<file path="config.mk">
export PLATFORM = sky130hd
export DESIGN_NAME = fetch_unit_flat
export DESIGN_NICKNAME = d
export VERILOG_FILES = /design/src/rtl/fetch_unit_if.sv /design/src/rtl/fetch_unit.sv /design/src/flat_wrapper.sv
export SDC_FILE = /design/constraint.sdc
export NUM_CORES = 1
export LEC_CHECK = 0
export BUFFER_PORTS_ARGS = -buffer_cell sky130_fd_sc_hd__buf_4
export CAP_MARGIN = 25
export CORE_MARGIN = 2
export CORE_UTILIZATION = 30
export CTS_BUF_LIST = sky130_fd_sc_hd__clkbuf_8
export DETAILED_ROUTE_END_ITERATION = 10
export HOLD_SLACK_MARGIN = 0.03
export SLEW_MARGIN = 20
export SYNTH_ARGS = -nofsm -noshare
export SYNTH_HDL_FRONTEND = slang
export SYNTH_SLANG_ARGS = --single-unit
export TNS_END_PERCENT = 20
</file>
<file path="constraint.sdc">
create_clock -name clk -period 3.25 [get_ports clk]
set_clock_uncertainty 0.2 [all_clocks]
set_input_delay 0.325 -clock clk [delete_from_list [all_inputs] [get_ports clk]]
set_output_delay 0.325 -clock clk [all_outputs]
set_load 0.005 [all_outputs]
</file>
<file path="src/rtl/fetch_unit_if.sv">
// Fetch-to-ROM/decode/execute signal bundle for fetch_unit.
// master = fetch stage, slave = surrounding pipeline (ROM, decode, execute).
interface fetch_unit_if;
  logic [15:0] pc_out;
  logic [15:0] rom_data;
  logic [15:0] ir;
  logic [15:0] ir_pc;
  logic        ir_valid;
  logic        ir_ready;
  logic        branch_en;
  logic [15:0] branch_target;
  logic        halted;

  modport master (
    output pc_out, ir, ir_pc, ir_valid, halted,
    input  rom_data, ir_ready, branch_en, branch_target
  );

  modport slave (
    input  pc_out, ir, ir_pc, ir_valid, halted,
    output rom_data, ir_ready, branch_en, branch_target
  );
endinterface

</file>
<file path="src/rtl/fetch_unit.sv">
// Instruction fetch: owns the PC, drives the combinational ROM address and
// registers the fetched word for decode. Define FETCH_HALT_DETECT_EN to stop on HALT_WORD.
//
//   state  | meaning
//   -------+--------------------------------------------------------------
//   RUN    | fetching one word per cycle whenever ir is empty or consumed
//   HALTED | HALT_WORD was loaded; no more loads until branch or reset
module fetch_unit #(
  parameter logic [15:0] RESET_PC  = 16'h0000,
  parameter logic [15:0] HALT_WORD = 16'hFFFF
) (
  input  logic         clk,
  input  logic         reset,
  fetch_unit_if.master bus
);

  logic [15:0] pc;
  logic [15:0] ir_q;
  logic [15:0] ir_pc_q;
  logic        ir_valid_q;
  logic        run;
  logic        load;

`ifdef FETCH_HALT_DETECT_EN
  typedef enum logic {RUN, HALTED} state_t;
  state_t state;

  assign run        = (state == RUN);
  assign bus.halted = (state == HALTED);
`else
  logic unused_halt_word;

  assign run              = 1'b1;
  assign bus.halted       = 1'b0;
  assign unused_halt_word = ^HALT_WORD;
`endif

  assign load = run && (!ir_valid_q || bus.ir_ready) && !bus.branch_en;

  always_ff @(posedge clk or posedge reset) begin
    if (reset) begin
      pc         <= RESET_PC;
      ir_q       <= 16'h0000;
      ir_pc_q    <= 16'h0000;
      ir_valid_q <= 1'b0;
`ifdef FETCH_HALT_DETECT_EN
      state      <= RUN;
`endif
    end else if (bus.branch_en) begin
      // A coinciding transfer is already consumed; a stalled word is dropped.
      pc         <= bus.branch_target;
      ir_valid_q <= 1'b0;
`ifdef FETCH_HALT_DETECT_EN
      state      <= RUN;
`endif
    end else if (load) begin
      ir_q       <= bus.rom_data;
      ir_pc_q    <= pc;
      ir_valid_q <= 1'b1;
`ifdef FETCH_HALT_DETECT_EN
      if (bus.rom_data == HALT_WORD) begin
        state <= HALTED;
      end else begin
        pc <= pc + 16'd1;
      end
`else
      pc         <= pc + 16'd1;
`endif
    end else if (ir_valid_q && bus.ir_ready) begin
      ir_valid_q <= 1'b0;
    end
  end

  assign bus.pc_out   = pc;
  assign bus.ir       = ir_q;
  assign bus.ir_pc    = ir_pc_q;
  assign bus.ir_valid = ir_valid_q;

endmodule

</file>
<file path="src/flat_wrapper.sv">
// flat-port wrapper written by rule: the top's interface ports become plain ports
module fetch_unit_flat 
#(
  parameter logic [15:0] RESET_PC  = 16'h0000,
  parameter logic [15:0] HALT_WORD = 16'hFFFF
)
  (clk, reset, bus_pc_out, bus_ir, bus_ir_pc, bus_ir_valid, bus_halted, bus_rom_data, bus_ir_ready, bus_branch_en, bus_branch_target);
  fetch_unit_if bus_i ();
  input  logic clk;
  input  logic reset;
  output wire logic [$bits(bus_i.pc_out)-1:0] bus_pc_out;
  output wire logic [$bits(bus_i.ir)-1:0] bus_ir;
  output wire logic [$bits(bus_i.ir_pc)-1:0] bus_ir_pc;
  output wire logic [$bits(bus_i.ir_valid)-1:0] bus_ir_valid;
  output wire logic [$bits(bus_i.halted)-1:0] bus_halted;
  input wire logic [$bits(bus_i.rom_data)-1:0] bus_rom_data;
  input wire logic [$bits(bus_i.ir_ready)-1:0] bus_ir_ready;
  input wire logic [$bits(bus_i.branch_en)-1:0] bus_branch_en;
  input wire logic [$bits(bus_i.branch_target)-1:0] bus_branch_target;
  assign bus_pc_out = bus_i.pc_out;
  assign bus_ir = bus_i.ir;
  assign bus_ir_pc = bus_i.ir_pc;
  assign bus_ir_valid = bus_i.ir_valid;
  assign bus_halted = bus_i.halted;
  assign bus_i.rom_data = bus_rom_data;
  assign bus_i.ir_ready = bus_ir_ready;
  assign bus_i.branch_en = bus_branch_en;
  assign bus_i.branch_target = bus_branch_target;
  fetch_unit #(.RESET_PC(RESET_PC), .HALT_WORD(HALT_WORD)) u_core (.clk(clk), .reset(reset), .bus(bus_i));
endmodule
</file>
======== Word-level counts from Yosys, hierarchy flattened ========
Index checks and enable logic that the tools add are counted.
operators by class
  add/sub/neg operators ................... 1
  bitwise gates (word level) .............. 1
  reductions and logical operators ........ 8
  multiplexer cells ....................... 5
operator list
  kind                                            number
  2-to-1 mux 16 bit                               2
  adder 16 x 1 -> 16 bit (second input constant)  1
  2-to-1 mux 1 bit                                3
  nonzero test 3 bit                              1
  logical AND 1 bit                               2
  zero test 1 bit                                 2
  AND reduction 2 bit                             1
  nonzero test 2 bit                              1
  logical OR 1 bit                                1
  NOT 1 bit                                       1
word-level totals
  output and inout bits ................... 50
  register bits ........................... 49

======== Longest topological paths before layout ========
  depth in word-level cells ............... 5
  mapped depth ............................ 5
  depth with buffers taken out ............ 4

======== Least setup slack after synthesis ========
OpenSTA, ideal clock, no wires.
  path type ............................... reg2reg
  start point ............................. register u_core.ir_valid_q (netlist: u_core.bus.ir_valid)
  end point ............................... register u_core.pc[13] (netlist: u_core.bus.pc_out[13])
  stages on the path, launching flop included .. 6
  arrival ................................. 1.665 ns
  period minus slack after synthesis ...... 1.947 ns
  slack ................................... 1.303 ns
  data required time ...................... 2.968 ns
  setup time .............................. 0.082 ns
  cell sequence ........................... dfrtp_1 -> nor2b_1 -> or3_1 -> buf_2 -> or4_1 -> a31oi_1
on the way
  longest elaborated chain between the ends .. 4
ends and longest elaborated chain
  element                              line              RTL
  from (decl)                          fetch_unit.sv:20  logic ir_valid_q;
  from (signal assigned)               fetch_unit.sv:45  ir_valid_q <= 1'b0;
  from (signal assigned)               fetch_unit.sv:52  ir_valid_q <= 1'b0;
  from (signal assigned)               fetch_unit.sv:59  ir_valid_q <= 1'b1;
  zero test 1 bit                      fetch_unit.sv:38  assign load = run && (!ir_valid_q || bus.ir_ready) && !bus.branch_en;
  logical OR 1 bit                     fetch_unit.sv:38
  logical AND 1 bit                    fetch_unit.sv:38
  nonzero test 2 bit (no source line)  -
  to (signal assigned)                 fetch_unit.sv:51  pc <= bus.branch_target;
  to (signal assigned)                 fetch_unit.sv:67  pc <= pc + 16'd1;
  to (decl)                            fetch_unit.sv:17  logic [15:0] pc;
Every way passes these cells.
A chain may end at the register's enable or synchronous reset.

======== Worst setup path after layout ========
  start point ............................. register u_core.ir_valid_q (netlist: u_core.bus.ir_valid)
  end point ............................... register u_core.pc[15] (netlist: u_core.bus.pc_out[15])
The elaborated chain is that of the path after synthesis.

==> impl_table.tex <==
\begin{tabular}{lr}
\hline
Metric & Value \\
\hline
\multicolumn{2}{l}{\textbf{Logic synthesis}} \\
\quad Number of flops mapped to enable cells by yosys & 0 \\
\quad Unique masters post-synth & 31 \\
\quad Most area-hungry cell type in the Yosys netlist & sky130\_fd\_sc\_hd\_\_dfrtp\_1 \\
\quad Total of flip-flops plus latches after synthesis & 49 \\
\quad Top\_reg\_cell synth & sky130\_fd\_sc\_hd\_\_dfrtp\_1 \\
\quad Dominant cells by area after synthesis & sky130\_fd\_sc\_hd\_\_dfrtp\_1 58\%, sky130\_fd\_sc\_hd\_\_mux2\_2 15\%, sky130\_fd\_sc\_hd\_\_nand2\_1 3.4\% \\
\quad Synth Area in Adders & 0.592\% \\
\quad Post-synth ARST share & 100\% \\
\quad Number of nets produced by synthesis & 210 \\
\quad Cell Area, Synth & between 0.002 and 0.0025 mm² \\
\quad Synthesized-area fraction occupied by ao, oa, aoi and oai cells & about 5.9\% \\
\quad Cell with the most instances after synthesis & sky130\_fd\_sc\_hd\_\_dfrtp\_1 \\
\quad Largest family of logic cells by synthesized area & multiplexers \\
\quad Top-area cell type share of the netlist area & 58.0\% \\
\quad Post-synthesis mux area share & between 10\% and 20\% \\
\quad Simple-gate share of the synthesized area & a little under an eighth \\
\quad Sequential share of the synthesized area & around 58\% \\
\quad Xor-xnor portion of the synthesized cell area & between 3 and 4\% \\
\quad Top cells by count, synth & 49 x sky130\_fd\_sc\_hd\_\_dfrtp\_1, 29 x sky130\_fd\_sc\_hd\_\_mux2\_2, 19 x sky130\_fd\_sc\_hd\_\_nand2\_1, 10 x sky130\_fd\_sc\_hd\_\_o21ai\_1, 7 x sky130\_fd\_sc\_hd\_\_xor2\_1 \\
\quad Synthesis warning total & 0 \\
\quad Avg Cell Area, Syn & approximately 12 µm² \\
\quad Number of instances in the synthesized netlist & between 150 and 200 \\
\multicolumn{2}{l}{\textbf{STA}} \\
\quad Endpoints failing setup & 0 \\
\quad Hold WS & 45.4 ps \\
\quad Share of the cycle needed by the critical path after routing & a little under two thirds \\
\quad Number of pins with negative max-slew slack in the final report & 0 \\
\quad Relative slew margins & between 30\% and 40\% \\
\quad Final min period & about 2100 ps \\
\quad Sum Neg Setup Slack & 0 ps \\
\quad Count of endpoints failing hold in the final timing report & 0 \\
\quad Unrepaired setup endpoints after global routing & false \\
\quad Least-Margin Pin Slew & approximately 940 ps \\
\quad Peak Freq & roughly 490 MHz \\
\multicolumn{2}{l}{\textbf{Final layout}} \\
\quad Diodes inserted & 0 \\
\quad Total of fill cells in the finished design & a little under 700 \\
\quad Footprint of the multi-input gates & between 800 and 900 µm² \\
\quad Total Nets Final & around 300 \\
\quad Layout-stage area growth over the synthesis result & 39.5\% \\
\quad FF+latch area & 0.00123 mm² \\
\quad Proportion of layout cells with a drive suffix above 1 & slightly below 50\% \\
\multicolumn{2}{l}{\textbf{Setup path}} \\
\quad Crit-path slowest cell & sky130\_fd\_sc\_hd\_\_or4\_1 \\
\quad Startpoint type of the worst setup path & flip-flop \\
\quad Data arrival time of the worst path & between 2000 and 2500 ps \\
\quad Cell family with the largest share of critical-path delay & simple AND/OR/NAND/NOR gates \\
\quad Ordered list of cells on the worst path & nor2b\_1 -> or3\_1 -> or4\_1 -> a31oi\_1 \\
\quad Critical Path Max Stage Delay & between 500 and 600 ps \\
\quad Buffers and inverters on the worst path & 0 \\
\quad Critical path capture point type & flip-flop \\
\quad Endpoint required time on the critical path & around 3300 ps \\
\quad Classification of the worst setup path & reg -> reg \\
\quad Max Fanout on Critical Path & 7 \\
\multicolumn{2}{l}{\textbf{Global route}} \\
\quad Overflow left after global routing & 0 \\
\quad Number of antenna violations at the first check in global routing & 0 \\
\quad Maximum number of pins on one net before global-route repair & 33 \\
\quad Number of global-route vias before repair & between 1.5k and 2k \\
\quad GRT Overall Usage & 12.3\% \\
\quad First-pass GRT wire length & roughly 7400 µm \\
\multicolumn{2}{l}{\textbf{Die}} \\
\quad Placement row count & 30 \\
\quad Placeable core region & 0.00679 mm² \\
\quad Die extent in y & around 88 µm \\
\quad Floorplan die width & 87.9 µm \\
\quad Initial Utilization & 31.1\% \\
\quad Number of ports placed on the die boundary & 86 \\
\quad Area of the die & roughly 0.0077 mm² \\
\multicolumn{2}{l}{\textbf{Clock tree}} \\
\quad Register clock-pin slew on the reported worst setup and hold paths & approximately 90 ps \\
\quad Root Driver & sky130\_fd\_sc\_hd\_\_clkbuf\_8 \\
\quad CTS tree & built \\
\quad Clock Path Buffers & 2 \\
\quad Count of cells resized by post-cts repair & 0 \\
\quad Setup Fix Bufs, Post-CTS & 0 \\
\quad Count of hold buffers inserted by post-cts repair & 1 \\
\quad TritonCTS Buffers & 5 \\
\quad Number of sinks on the clock net & a little under 50 \\
\quad H-tree depth reported by CTS & 2 \\
\quad Clk Latency, worst-skew pair & slightly below 300 ps \\
\multicolumn{2}{l}{\textbf{Place}} \\
\quad Final HPWL DP & about 3400 µm \\
\quad Routability cong. & 0.722 \\
\quad Port Buffer Count & 84 \\
\multicolumn{2}{l}{\textbf{Route}} \\
\quad Average via count per standard cell & about 4.5 \\
\quad Routed WL & roughly 4600 µm \\
\quad Detail-routed net length per standard cell & $\sim$13 µm \\
\quad Detailed Route Iter0 Violations & 32 \\
\quad Number of antenna-violating nets in the routed design & 0 \\
\quad Length of the first detailed-routing pass in iterations & 2 \\
\quad Vias after detailed routing & roughly 1.6k \\
\quad Post-route DRC & 0 \\
\multicolumn{2}{l}{\textbf{Power and ir drop}} \\
\quad Max VDD drop & around 0.00017 V \\
\quad Leak & about 1.3 nW \\
\quad Pwr per Cell Area & 485 mW/mm² \\
\multicolumn{2}{l}{\textbf{Min path}} \\
\quad Path class of the lowest-slack min-delay path & in -> reg \\
\multicolumn{2}{l}{\textbf{Run}} \\
\quad Max-cap violations & 0 \\
\multicolumn{2}{l}{\textbf{Outcome}} \\
\quad Outcome & completed \\
\hline
\end{tabular}
-- layout make-up --
type,count,area share [%]
Timing Repair Buffer,86,22.4
Clock buffer,6,2.80
Inverter,2,0.255
Sequential cell,49,41.6
Tap cell,96,4.07
Clock inverter,1,0.127
Multi-Input combinational cell,113,28.7
-- logic make-up (layout without fill, tap and decap cells) --
kind of cell	Yosys count	after routing
AO/OA/AOI/OAI	21	21
XOR/XNOR	9	9
adder cells (fa/ha/maj)	1	1
buffers and inverters	11	95
flip-flops	49	49
multiplexers	33	33
other	1	1
AND/OR/NAND/NOR	48	48
-- worst paths after layout --
path / from / end / slack [ps] / cells after the start
min in group asynchronous: reset / u_core.bus.ir_pc[13]$_DFFE_PP0P_ / 420 / 3
max in group asynchronous: reset / u_core.bus.ir_pc[10]$_DFFE_PP0P_ / 1930 / 4
max: u_core.bus.ir_valid$_DFFE_PP0P_ / u_core.bus.pc_out[15]$_DFFE_PP0P_ / 1190 / 4
min reg2reg: u_core.bus.ir[15]$_DFFE_PP0P_ / u_core.bus.ir[15]$_DFFE_PP0P_ / 290 / 1
max reg2reg: u_core.bus.ir_valid$_DFFE_PP0P_ / u_core.bus.pc_out[15]$_DFFE_PP0P_ / 1190 / 4
min: bus_branch_target[9] / u_core.bus.pc_out[9]$_DFFE_PP0P_ / 50 / 3
-- layout by cell type (no fill, tap or decap), types with 2 or more instances in the layout --
cell type and count:
sky130_fd_sc_hd__mux2_1 3, sky130_fd_sc_hd__o31ai_1 4, sky130_fd_sc_hd__mux2_2 29, sky130_fd_sc_hd__nor2_1 5, sky130_fd_sc_hd__a31oi_1 5, sky130_fd_sc_hd__nand4_1 4, sky130_fd_sc_hd__clkbuf_8 6, sky130_fd_sc_hd__nand3_1 3
sky130_fd_sc_hd__buf_4 84, sky130_fd_sc_hd__dfrtp_1 49, sky130_fd_sc_hd__xnor2_1 2, sky130_fd_sc_hd__nand2_1 19, sky130_fd_sc_hd__and3_1 2, sky130_fd_sc_hd__or4_1 5, sky130_fd_sc_hd__inv_1 2, sky130_fd_sc_hd__or3_1 2
sky130_fd_sc_hd__o21ai_1 10, sky130_fd_sc_hd__xor2_1 7
-- sequential cells by signal, indices dropped and copies added (netlist names) --
register	count
u_core.bus.ir	16
u_core.bus.ir_pc	16
u_core.bus.ir_valid	1
u_core.bus.pc_out	16
-- stage by stage --
| step | power, mW | util [%] | std cells | area, µm² | worst slack [ps] |
|---|---|---|---|---|---|
| finish | 1.43 | 43.4 | 353 | 2950 | 1190 |
| global route | 1.52 | 43.4 | 353 | 2950 | 1080 |
| CTS | 1.46 | 43.4 | 353 | 2950 | 1160 |
| detailed placement | 1.10 | 42.0 | 345 | 2850 | 1190 |
| global placement | 1.09 | 41.7 | 344 | 2830 | 1200 |
| floorplan | 0.897 | - | 173 | 2110 | 1300 |
-- metal layers --
layer  track usage (%)  wire length [µm]
met3              3.20               245
met1              16.0              2150
met5                 0                 0
met2              20.5              2180
met4              3.36                14
-- power by group --
| part | leakage, nW | switching [mW] | internal [mW] |
|---|---|---|---|
| Combinational | 0.709 | 0.115 | 0.205 |
| Clock | 0.0485 | 0.184 | 0.166 |
| Sequential | 0.577 | 0.0656 | 0.693 |
| Total | 1.33 | 0.365 | 1.06 |
-- tightest hold or removal path, stage by stage --
cell                      delay (ps)
sky130_fd_sc_hd__buf_4            80
sky130_fd_sc_hd__nand2_1          40
sky130_fd_sc_hd__o21ai_1          60
Power figures use the tool's default switching activity.
